<file path="config.mk">
export PLATFORM = sky130hd
export DESIGN_NAME = pcpi_issuer
export DESIGN_NICKNAME = d
export VERILOG_FILES = /design/src/rtl/pcpi_issuer.sv
export SDC_FILE = /design/constraint.sdc
export NUM_CORES = 1
export LEC_CHECK = 0
export ABC_AREA = 1
export CORE_ASPECT_RATIO = 0.8
export CORE_MARGIN = 3
export CORE_UTILIZATION = 40
export DETAILED_ROUTE_END_ITERATION = 6
export GPL_ROUTABILITY_DRIVEN = 0
export PLACE_DENSITY_LB_ADDON = 0.05
export RECOVER_POWER = 50
export SKIP_LAST_GASP = 1
export SYNTH_ARGS = -nofsm -noshare
export SYNTH_HDL_FRONTEND = slang
export SYNTH_SLANG_ARGS = --single-unit
</file>
<file path="constraint.sdc">
create_clock -name clk -period 2.1 [get_ports clk]
set_input_delay 0.525 -clock clk [delete_from_list [all_inputs] [get_ports clk]]
set_output_delay 0.525 -clock clk [all_outputs]
set_load 0.05 [all_outputs]
</file>
<file path="src/rtl/pcpi_issuer.sv">
// PCPI initiator: offers one core request to a coprocessor, waits for its result
// (or traps when nobody claims the instruction) and returns it on a response port.
module pcpi_issuer #(
    parameter int TIMEOUT_CYCLES = 16
) (
    input  logic        clk,
    input  logic        resetn,
    input  logic        req_valid,
    output logic        req_ready,
    input  logic [31:0] req_insn,
    input  logic [31:0] req_rs1,
    input  logic [31:0] req_rs2,
    output logic        rsp_valid,
    input  logic        rsp_ready,
    output logic        rsp_wr,
    output logic [31:0] rsp_rd,
    output logic        rsp_trap,
    output logic [15:0] rsp_cycles,
    output logic        pcpi_valid,
    output logic [31:0] pcpi_insn,
    output logic [31:0] pcpi_rs1,
    output logic [31:0] pcpi_rs2,
    input  logic        pcpi_wr,
    input  logic [31:0] pcpi_rd,
    input  logic        pcpi_wait,
    input  logic        pcpi_ready
);

    localparam logic [1:0] S_IDLE  = 2'd0;
    localparam logic [1:0] S_ISSUE = 2'd1;
    localparam logic [1:0] S_RESP  = 2'd2;

    localparam logic [15:0] TO_LAST = 16'(TIMEOUT_CYCLES - 1);
    localparam logic [15:0] TO_CYC  = 16'(TIMEOUT_CYCLES);

    // Valid/ready: a transfer happens on a rising edge where both valid and ready are 1;
    // valid and its payload stay stable until that edge.

    logic [1:0]  state_q, state_d;
    logic [31:0] insn_q, insn_d;
    logic [31:0] rs1_q, rs1_d;
    logic [31:0] rs2_q, rs2_d;
    logic [15:0] cnt_q, cnt_d;
    logic        seen_wait_q, seen_wait_d;
    logic [31:0] rd_q, rd_d;
    logic        wr_q, wr_d;
    logic        trap_q, trap_d;
    logic [15:0] cycles_q, cycles_d;
    logic [15:0] cnt_inc;

    assign cnt_inc = (cnt_q == 16'hFFFF) ? cnt_q : cnt_q + 16'd1;

    always_comb begin
        state_d     = state_q;
        insn_d      = insn_q;
        rs1_d       = rs1_q;
        rs2_d       = rs2_q;
        cnt_d       = cnt_q;
        seen_wait_d = seen_wait_q;
        rd_d        = rd_q;
        wr_d        = wr_q;
        trap_d      = trap_q;
        cycles_d    = cycles_q;
        case (state_q)
            S_IDLE: begin
                if (req_valid) begin
                    insn_d      = req_insn;
                    rs1_d       = req_rs1;
                    rs2_d       = req_rs2;
                    cnt_d       = 16'd0;
                    seen_wait_d = 1'b0;
                    state_d     = S_ISSUE;
                end
            end
            S_ISSUE: begin
                cnt_d = cnt_inc;
                if (pcpi_wait) seen_wait_d = 1'b1;
                // A result arriving in the last allowed cycle beats the timeout.
                if (pcpi_ready) begin
                    rd_d     = pcpi_rd;
                    wr_d     = pcpi_wr;
                    trap_d   = 1'b0;
                    cycles_d = cnt_inc;
                    state_d  = S_RESP;
                end else if (cnt_q == TO_LAST && !pcpi_wait && !seen_wait_q) begin
                    rd_d     = 32'd0;
                    wr_d     = 1'b0;
                    trap_d   = 1'b1;
                    cycles_d = TO_CYC;
                    state_d  = S_RESP;
                end
            end
            S_RESP: begin
                if (rsp_ready) state_d = S_IDLE;
            end
            default: state_d = S_IDLE;
        endcase
    end

    always_ff @(posedge clk or negedge resetn) begin
        if (!resetn) begin
            state_q     <= S_IDLE;
            insn_q      <= 32'd0;
            rs1_q       <= 32'd0;
            rs2_q       <= 32'd0;
            cnt_q       <= 16'd0;
            seen_wait_q <= 1'b0;
            rd_q        <= 32'd0;
            wr_q        <= 1'b0;
            trap_q      <= 1'b0;
            cycles_q    <= 16'd0;
        end else begin
            state_q     <= state_d;
            insn_q      <= insn_d;
            rs1_q       <= rs1_d;
            rs2_q       <= rs2_d;
            cnt_q       <= cnt_d;
            seen_wait_q <= seen_wait_d;
            rd_q        <= rd_d;
            wr_q        <= wr_d;
            trap_q      <= trap_d;
            cycles_q    <= cycles_d;
        end
    end

    assign req_ready  = (state_q == S_IDLE);
    assign pcpi_valid = (state_q == S_ISSUE);
    assign rsp_valid  = (state_q == S_RESP);
    assign pcpi_insn  = insn_q;
    assign pcpi_rs1   = rs1_q;
    assign pcpi_rs2   = rs2_q;
    assign rsp_rd     = rd_q;
    assign rsp_wr     = wr_q;
    assign rsp_trap   = trap_q;
    assign rsp_cycles = cycles_q;

endmodule

</file>
Yosys cells after proc, flatten, opt, wreduce, memory -nomap -nowiden
Index checks and enable logic that the tools add are counted.
{"block": "totals", "out_inout_bits": 149, "regBits": 165}
{"block": "classes", "addsub": 1, "mux": 19, "n_reduce_logical": 12, "n_eq_ne": 8}
{"operator": "16-bit two-way mux", "n": 4}
{"operator": "32-bit two-way mux", "n": 2}
{"operator": "16-bit one-hot mux with 2 select lines", "n": 1}
{"operator": "16-bit by 1-bit adder with 16-bit output (second input constant)", "n": 1}
{"operator": "16-bit == test (second input constant)", "n": 1}
{"operator": "16-bit by 4-bit == test with 1-bit output (second input constant)", "n": 1}
{"operator": "2-bit two-way mux", "n": 4}
{"operator": "1-bit two-way mux", "n": 6}
{"operator": "2-bit one-hot mux with 3 select lines", "n": 1}
{"operator": "2-bit AND reduction", "n": 3}
{"operator": "3-bit AND reduction", "n": 2}
{"operator": "2-bit by 1-bit inequality test with 1-bit output (second input constant)", "n": 2}
{"operator": "2-bit nonzero test", "n": 2}
{"operator": "3-bit by 1-bit inequality test with 1-bit output (second input constant)", "n": 1}
{"operator": "2-bit by 1-bit == test with 1-bit output (second input constant)", "n": 1}
{"operator": "2-bit == test (second input constant)", "n": 1}
{"operator": "1-bit logical AND", "n": 2}
{"operator": "1-bit zero test", "n": 2}
{"operator": "2-bit zero test", "n": 1}
{"operator": "2-bit inequality test (second input constant)", "n": 1}
{"operator": "1-bit one-hot mux with 2 select lines", "n": 1}

Longest topological paths before layout
{"block": "logic_depth", "ltp_word": 6, "depth_mapped": 9, "ltp_nobuf": 9}

Worst setup path after synthesis
No wires, ideal clock.
{"block": "synth_path", "kind": "reg-to-reg", "start": "register state_q[1]", "end": "register cnt_q[4]", "path_slack_ns": 0.415, "t_arrival_ns": 1.557, "path_stages_with_launch": 8, "period_less_slack_ns": 1.685, "setup_time_ns": 0.128, "cell_sequence": "dfrtp_1 -> nor2_2 -> nand2_2 -> inv_2 -> nor2_2 -> inv_2 -> buf_6 -> o22ai_1"}
{"block": "synth_via", "elab_chain_len": 3, "elab_cells_between_ends": 6, "classes_between": "2 x eq/ne; 1 x mux; 3 x reduce/logical"}
{"item": "start, declared", "line_no": "39", "rtl": "logic [1:0] state_q, state_d;"}
{"item": "start signal, assigned", "line_no": "113", "rtl": "state_q <= state_d;"}
{"item": "2-bit zero test *"}
{"item": "via req_ready", "line_no": "9", "rtl": "output logic req_ready,"}
{"item": "2-bit inequality test (no line) or 2-bit nonzero test (tied branches)"}
{"item": "2-bit AND reduction (no line)"}
{"item": "end signal, assigned", "line_no": "117", "rtl": "cnt_q <= cnt_d;"}
{"item": "end, declared", "line_no": "43", "rtl": "logic [15:0] cnt_q, cnt_d;"}
Mark *: on every way through the listed nets, which the timed path passes. The rest lies on a longest branch.
A chain may end at the register's enable or synchronous reset.

Worst setup path in the final report
{"block": "layout_path", "start": "register state_q[1]", "end": "output port req_ready"}
{"block": "layout_via", "elab_chain_len": 1}
{"item": "2-bit zero test", "line_no": "126", "rtl": "assign req_ready = (state_q == S_IDLE);"}
{"item": "end, declared", "line_no": "9"}
Every way passes these cells.

==> reports/metrics.yaml <==
num_rows: 42
worstReg2RegStart: "state_q[1]$_DFFE_PN0P_"
area_growth_pct: 47.4
grt_pass1_vias: 5937
rsz0062_at_grt: "no"
drive_gt1_share_pct: 6.34
final_common_cell: "nand2_1"
rrSetupSlack_ns: 0.25
grt_pass1_wl_microns: 32200
max_slew_margin_pct: 33.6
drv_slew: 0
path_clk_slew_ns: 0.07
skew_ns: 0.00924
wl_met2_microns: 8940
pwr-share-seq_pct: 29.5
combPwrFrac_pct: 51.8
overflow: 0
finalSetupViolations: 0
die_w_microns: 152
p_int_mw: 8.51
cts_hold_buffers: 0
antenna_found_initial: 0
fin_crit_ns: 1.90
ant_nets: 0
core_area_sq_um: 16700
ir_drop_v: 0.000852
drt-initial-drc-count: 353
max-cap-violations: 0
clk_latency_ns: 0.42
max-clock-path-buffers: 2
initial_core_util_pct: 41.1
path_cells: "nor2_1, buf_12"
tightest_slew_ns: 0.997
cts_buffers: 17
setup_tns_ns: 0
cts_tree: "built"
cts-resized-gates: 99
ys_ff_latch: 165
hold_class: "primary input to asynchronous set/reset pin"
portBuffers: 283
hpwl_microns: 14600
hold_viol: 0
post_drt_via_cell_ratio: 4.59
power_density_nw_per_um2: 1730
synth.avg_cell_area_sq_um: 8.46
start_kind: "flip-flop"
crit_arrival_ns: 1.38
grt.total_usage_pct: 21.8
max_stage_delay_ns: 0.42
post_cts_buffers: 0
grt_max_degree: 98
nFillCells: 1580
die-height_microns: 123
synthesis.area_sq_um: 6840
layout_common_cells: "nand2_1 (470), dfrtp_1 (165), clkdlybuf4s50_1 (133)"
vias: 6079
outcome: "finished clean"
finalNetCount: 1227
pwr-share-clk_pct: 18.7
drc: 0
max_freq_mhz: 525
end_kind: "primary output"
synth_nets: 945
highest_layer: "met4"
required_ns: 1.57
postLayoutCoreUtil_pct: 60.6
ys_warn_count: 0
ioPinCount: 284
die_area_sq_um: 18700
ys_seq_area_share_pct: 60.3
wirelength_microns: 20200
wl_per_cell_microns: 15.2
critPathSlowestCell: "dfrtp_1"
met3_length_microns: 1710
period_share_pct: 90.7
first_pass_iters: 4
synth.distinct_cells: 27
clock-root-buffer: "clkbuf_16"
reg2reg_to: "cnt_q[4]$_DFFE_PN0P_"
sw_frac_of_total_pct: 51.2
ff2ff_path_depth: 6
path_max_fanout: 3
crit_type: "flip-flop to primary output"
holdWs_ns: 0.234
cts_max_level: 4
p_sw_mw: 8.93
leakage_nw: 5.29
netlist_instances: 809
cts_num_sinks: 165
wl_met1_microns: 9000
worst max path at each step:
stage	endpoint	cells past startpoint	start	slack, ns
4_1_cts	pcpi_valid	3	state_q[0]$_DFFE_PN0P_	0.17
2_1_floorplan	cnt_q[4]$_DFFE_PN0P_	7	state_q[1]$_DFFE_PN0P_	0.41
5_1_grt	pcpi_rs2[27]$_DFFE_PN0P_	6	state_q[1]$_DFFE_PN0P_	0.07
3_5_place_dp	rsp_cycles[12]$_DFFE_PN0P_	10	pcpi_wait	0.15
6_report	req_ready	2	state_q[1]$_DFFE_PN0P_	0.20
3_3_place_gp	rsp_cycles[8]$_DFFE_PN0P_	10	pcpi_wait	0.19
Yosys cell counts (all sizes together):
cell      n  area (sq um)
xor2      5          43.8
clkbuf    6          22.5
dfrtp   165          4130
buf      28           194
nor2     34           170
a21oi     2          10.0
inv      32           123
o31ai     1          7.51
ha        1          12.5
o22ai     2          12.5
nand2   475          1810
o21ai    18          97.6
nand4     7          43.8
nand3b    1          7.51
nand3    31           160
clkinv    1          5.00
power by group through the flow:
stage | registers (mW) | logic (mW) | clock network (mW)
2_1_floorplan | 9.53 | 2.19 | 0
3_3_place_gp | 5.22 | 10.0 | 0
3_5_place_dp | 5.21 | 10.1 | 0
4_1_cts | 5.16 | 9.52 | 3.35
5_1_grt | 5.31 | 9.66 | 3.49
6_report | 5.14 | 9.04 | 3.26
per-stage QoR:
| stage | cells | instance area (sq um) | power, mW | worst slack, ns |
|---|---|---|---|---|
| 2_1_floorplan | 809 | 6840 | 11.7 | 0.415 |
| 3_3_place_gp | 1292 | 9830 | 15.2 | 0.193 |
| 3_5_place_dp | 1292 | 9830 | 15.3 | 0.154 |
| 4_1_cts | 1324 | 10300 | 18.0 | 0.173 |
| 5_1_grt | 1324 | 10100 | 18.5 | 0.0726 |
| 6_report | 1325 | 10100 | 17.4 | 0.195 |
layer usage:
metal	track usage, %	vias up
met3	7.21	34
met5	0	-
met4	8.09	0
li1	-	3047
met2	32.3	214
met1	30.0	2784
critical path: cells and delay by family (launching register included):
kind	cells	cell delay [ns]
DFF	1	0.42
and+or+nand+nor	1	0.35
buffers and inverters	1	0.19
kinds of logic (layout without fill, tap and decap cells):
| group | Yosys count | after routing | share of synthesized area, % |
|---|---|---|---|
| adder cells (fa/ha/maj) | 1 | 1 | 0.183 |
| other | 0 | 1 | 0 |
| XOR/XNOR | 5 | 5 | 0.640 |
| flip-flops | 165 | 165 | 60.3 |
| buffers and inverters | 67 | 362 | 5.03 |
| AND/OR/NAND/NOR | 548 | 548 | 32.0 |
| AO/OA/AOI/OAI | 23 | 23 | 1.86 |
registers in the layout, indices dropped and copies added, names as in the netlist, 2 cells and up:
name / count
cnt_q: 16
pcpi_rs1: 32
pcpi_rs2: 32
rsp_rd: 32
pcpi_insn: 32
rsp_cycles: 16
state_q: 2
final cells by class:
cell class                      count  area, sq um  share of cell area [%]
Inverter                           33          128                    1.27
Antenna cell                        1         2.50                  0.0248
Clock inverter                     13          168                    1.66
Clock buffer                       19          453                    4.49
Tap cell                          220          275                    2.73
Sequential cell                   165         4130                    40.9
Timing Repair Buffer              297         2560                    25.4
Multi-Input combinational cell    577         2370                    23.5
No activity file was read; power rests on OpenSTA's default activity.
